`config.mk`:
```
export PLATFORM = sky130hd
export DESIGN_NAME = soc_apb_timer_ctrl
export DESIGN_NICKNAME = d
export VERILOG_FILES = /design/src/rtl/soc_apb_timer_ctrl.sv
export SDC_FILE = /design/constraint.sdc
export NUM_CORES = 1
export LEC_CHECK = 0
export BUFFER_PORTS_ARGS = -buffer_cell sky130_fd_sc_hd__buf_2
export CAP_MARGIN = 25
export CELL_PAD_IN_SITES_DETAIL_PLACEMENT = 1
export CELL_PAD_IN_SITES_GLOBAL_PLACEMENT = 2
export CORE_MARGIN = 5
export CORE_UTILIZATION = 32
export CTS_BUF_LIST = sky130_fd_sc_hd__clkbuf_2 sky130_fd_sc_hd__clkbuf_4 sky130_fd_sc_hd__clkbuf_8
export CTS_CLUSTER_SIZE = 8
export DETAILED_ROUTE_END_ITERATION = 10
export MAX_ROUTING_LAYER = met4
export PLACE_DENSITY = 0.79
export SLEW_MARGIN = 0
export SYNTH_ARGS = -nofsm -noshare
export SYNTH_HDL_FRONTEND = slang
export SYNTH_SLANG_ARGS = --single-unit
```
`constraint.sdc`:
```
create_clock -name clk_i -period 2.2 [get_ports clk_i]
set_input_delay 0.22 -clock clk_i [delete_from_list [all_inputs] [get_ports clk_i]]
set_output_delay 0.22 -clock clk_i [all_outputs]
set_load 0.02 [all_outputs]
```
`src/rtl/soc_apb_timer_ctrl.sv`:
```
// Timer control FSM: sequences an external 32-bit counter through IDLE/RUN/DONE,
// with an optional prescaler, continuous or one-shot mode, and a sticky interrupt.
module soc_apb_timer_ctrl #(
    parameter int PRESC_W = 8
) (
    input  logic               clk_i,
    input  logic               rst_i,
    input  logic               cfg_enable_i,
    input  logic               cfg_one_shot_i,
    input  logic               cfg_presc_en_i,
    input  logic [PRESC_W-1:0] cfg_presc_val_i,
    input  logic               cfg_irq_en_i,
    input  logic               clear_i,
    input  logic               irq_ack_i,
    input  logic               target_reached_i,
    output logic               reset_count_o,
    output logic               enable_count_o,
    output logic               irq_o,
    output logic               irq_pending_o,
    output logic               running_o,
    output logic [1:0]         dbg_state_o
);

    // Encoding is visible on dbg_state_o: 0 = IDLE, 1 = RUN, 2 = DONE.
    typedef enum logic [1:0] {
        IDLE = 2'd0,
        RUN  = 2'd1,
        DONE = 2'd2
    } state_t;

    state_t             state_q, state_d;
    logic [PRESC_W-1:0] presc_cnt_q, presc_cnt_d;
    logic               reset_count_q, reset_count_d;
    logic               enable_count_q, enable_count_d;
    logic               irq_q, irq_d;
    logic               irq_pending_q, irq_pending_d;
    logic               event_w;
    logic               reload_w;
    logic               tick_w;

    // An increment that is being overridden by a counter clear does not count as an event.
    assign event_w  = target_reached_i & enable_count_q & ~reset_count_q;
    assign reload_w = clear_i | (event_w & ~cfg_one_shot_i);

    always_comb begin
        state_d = state_q;
        if (!clear_i) begin
            case (state_q)
                IDLE: begin
                    if (cfg_enable_i) state_d = RUN;
                end
                RUN: begin
                    if (!cfg_enable_i)                 state_d = IDLE;
                    else if (event_w && cfg_one_shot_i) state_d = DONE;
                end
                DONE: begin
                    if (!cfg_enable_i) state_d = IDLE;
                end
                default: state_d = IDLE;
            endcase
        end
    end

    // >= rather than == so that lowering the period mid-count reloads at once.
    always_comb begin
        presc_cnt_d = presc_cnt_q;
        tick_w      = 1'b0;
        if (reload_w) begin
            presc_cnt_d = '0;
        end else if (state_q == RUN) begin
            if (presc_cnt_q >= cfg_presc_val_i) begin
                presc_cnt_d = '0;
                tick_w      = 1'b1;
            end else begin
                presc_cnt_d = presc_cnt_q + 1'b1;
            end
        end
    end

    always_comb begin
        enable_count_d = (state_q == RUN) && (state_d == RUN) && !reload_w &&
                         (!cfg_presc_en_i || tick_w);
        reset_count_d  = reload_w;
        irq_d          = event_w & cfg_irq_en_i;
        // Sticky flag: a new interrupt wins over a same-cycle irq_ack_i.
        if (irq_d)          irq_pending_d = 1'b1;
        else if (irq_ack_i) irq_pending_d = 1'b0;
        else                irq_pending_d = irq_pending_q;
    end

    always_ff @(posedge clk_i or posedge rst_i) begin
        if (rst_i) begin
            state_q        <= IDLE;
            presc_cnt_q    <= '0;
            reset_count_q  <= 1'b0;
            enable_count_q <= 1'b0;
            irq_q          <= 1'b0;
            irq_pending_q  <= 1'b0;
        end else begin
            state_q        <= state_d;
            presc_cnt_q    <= presc_cnt_d;
            reset_count_q  <= reset_count_d;
            enable_count_q <= enable_count_d;
            irq_q          <= irq_d;
            irq_pending_q  <= irq_pending_d;
        end
    end

    assign reset_count_o  = reset_count_q;
    assign enable_count_o = enable_count_q;
    assign irq_o          = irq_q;
    assign irq_pending_o  = irq_pending_q;
    assign running_o      = (state_q == RUN);
    assign dbg_state_o    = state_q;

endmodule
```
==> out/results.txt <==
Status: finished clean
Final setup skew: 0.00912 ns
Grt total ovfl: 0
Via count: 809
XOR/XNOR Fraction of Synth Area: 0%
Final worst slack: 0.136 ns
Synth-to-layout area growth: 23.4%
Post-synthesis mux area share: 0%
Primary FF master, synth: dfrtp_1
Mean post-synth cell area: 9.37 um2
Worst-path cell chain: ha_1 -> a211oi_2 -> o21ai_2 -> a211oi_4 -> nand3_4 -> o311ai_2
Via count of the first global-routing pass: 878
Final Hold Fails: 0
Clk buf depth: 2
Clock Tree Root: clkbuf_4
Top cell type's share of synthesized area: 38.1%
Post-synth top cells: 14 x dfrtp_1, 14 x inv_1, 11 x nand2_1
CP startpoint: presc_cnt_q[2]$_DFFE_PP0P_
Die area: 4040 um2
Setup CP Type: reg2reg
Max cap viols: 0
Antenna Nets Post-Route: 0
WP data required: 2.39 ns
Sequential share of the synthesized area: 38.1%
Initial Util: 33.3%
GR Util All Layers: 12.6%
Worst skew pair latency: 0.28 ns
Pin count of the biggest net entering global routing: 15
Power Internal: 0.400 mW
Reg2Reg Setup Slack: 0.14 ns
First-pass GRT wire length: 4060 um
Comb pwr share: 16.2%
Clock power share: 34.2%
Synthesis-stage register bit count: 14
Yosys warns: 0
Synth cell types: 25
Critical path capture point type: flip-flop
Ports: 24
Maximum clock rate: 484 MHz
Die Ht: 63.6 um
Cells on worst reg2reg path: 6
N_diodes: 0
Worst Tran Pin Value: 0.540 ns
Mapped Nets: 124
Clk slew on worst S/H paths: 0.09 ns
Reg-to-reg startpoint: presc_cnt_q[2]$_DFFE_PP0P_
Final wirelength: 2230 um
Critical path arrival: 2.26 ns
R2r endpoint: presc_cnt_q[4]$_DFFE_PP0P_
Largest family of logic cells by synthesized area: simple AND/OR/NAND/NOR gates
Clock Sinks: 14
Area share of fa/ha/maj cells after synthesis: 12.3%
Max stage delay on crit path: 0.44 ns
Core area: 2760 um2
PortBufs: 23
Vias/cell: 5.09
Post-synthesis compound-gate area fraction: 20.4%
Post-synth EDFFs: 0
Routed len/inst: 14.0 um
Setup TNS: 0 ns
Worst min-delay path class: in2reg
DRT iter0 DRCs: 6
Static Leak: 0.585 nW
Post-DP HPWL: 1830 um
Worst Path Max Fanout: 7
Largest area contributor in the netlist: dfrtp_1
Maximum vdd drop: 0.492 mV
Place WS: 0.143 ns
Period utilization: 93.8%
Crit start category: flip-flop
Die Wd: 63.6 um
CTS H-tree lvls: 1
Hold Startpoint: cfg_presc_en_i
Gpl congestion: 0.799
Antenna violations before repair: 0
Post-CTS setup buffer count: 0
Max-slew violation total from the final report: 0
RSZ-0062 raised after global routing: false
Min Tclk post-route: 2.06 ns
Worst hold path depth: 2
Share of cells above drive strength 1: 29.7%
# setup viols final: 0
Cts bufs inserted: 3
Simple-gate share of the synthesized area: 23.4%
Drt first pass iters: 4
Synthesized area: 918 um2
Max_slew headroom: 64.0%
Sw Ratio: 27.1%
CTS tree: yes
Final net count: 155
Mapped Cells: 98
Synth async-reset ratio: 100%
Sw Pwr: 0.148 mW
Num rows: 19
DRC viols: 0
Sequential power share: 49.6%
Critical path's slowest cell: dfrtp_1
Synth area leaders: dfrtp_1 38%, ha_1 12%, inv_1 5.7%
Worst Hold Endpoint: enable_count_o$_DFF_PP0_
Power Dens Cells: 484 nW/um2
## critical path: cells and delay by family, from the launching register on
family / cells / cell delay (ns)
flops: 1 / 0.44
simple gates: 1 / 0.17
fa+ha+maj: 1 / 0.32
compound gates: 4 / 1.05
## power groups by stage
stage          Clock, mW  Combinational, mW  Sequential (mW)
5_1_grt            0.216              0.101            0.273
2_1_floorplan          0             0.0508            0.280
6_report           0.187             0.0890            0.272
4_1_cts            0.197             0.0908            0.272
3_3_place_gp           0             0.0867            0.277
3_5_place_dp           0             0.0892            0.277
## kinds of logic (layout without fill, tap and decap cells)
kind of cell	Yosys count	count (layout)
AOI/OAI and AO/OA	20	20
adders and majority gates	9	9
DFF	14	14
and+or+nand+nor	41	41
buffers and inverters	14	44
## timing repair
item	in CTS	in global routing
hold buffers	1	0
endpoints found under the hold margin	14	0
resized for setup	0	0
## worst max path at each step
| stage | to | slack [ns] | cells after the start |
|---|---|---|---|
| 2_1_floorplan | presc_cnt_q[4]$_DFFE_PP0P_ | 0.25 | 6 |
| 3_3_place_gp | presc_cnt_q[4]$_DFFE_PP0P_ | 0.26 | 6 |
| 3_5_place_dp | presc_cnt_q[3]$_DFFE_PP0P_ | 0.14 | 6 |
| 4_1_cts | presc_cnt_q[4]$_DFFE_PP0P_ | 0.12 | 6 |
| 5_1_grt | presc_cnt_q[4]$_DFFE_PP0P_ | 0.04 | 6 |
| 6_report | presc_cnt_q[4]$_DFFE_PP0P_ | 0.14 | 6 |
## cells in the final DEF (no fill, tap or decap), types with 2 or more instances in the layout
master     n
nand4_1    6
and3_1     2
nand3_1    8
dfrtp_1   14
nor2_1     6
clkbuf_4   3
a211oi_1   2
nand2b_1   2
o21ai_0    4
a21oi_1    2
inv_1     14
o311ai_2   3
ha_1       9
o311ai_1   2
nor2b_1    3
buf_2     23
nand2_1   11
buf_4      2
## through the flow
stage               hold WS (ns)  cells  power, mW  instance area (um2)  util, %
floorplan                  0.109     98      0.331                  918        -
global placement           0.286    154      0.363                 1090     39.4
detailed placement         0.300    154      0.366                 1090     39.4
CTS                       0.0860    159      0.560                 1130     41.1
global route              0.0851    159      0.590                 1130     41.1
finish                    0.0967    159      0.548                 1130     41.1
## metal layers
layer	up-vias	part of all wire, %	GRT usage (%)
li1	411	-	-
met1	387	45	15.9
met2	9	52	19.9
met3	2	2.3	3.37
met4	0	0.63	2.86
met5	-	0	-
## cell type report
cell class                 count  area [um2]
clock buffer                   4        36.3
fill                         338        1620
inverter                      14        52.6
multi-input combinational     70         515
sequential                    14         350
tap                           31        38.8
timing repair buffer          26         140
## sequential cells by signal, summed over array words and instances (netlist names)
| signal | flops |
|---|---|
| enable_count_o | 1 |
| reset_count_o | 1 |
| irq_o | 1 |
| dbg_state_o | 2 |
| presc_cnt_q | 8 |
| irq_pending_o | 1 |
No activity file was read; power rests on OpenSTA's default activity.
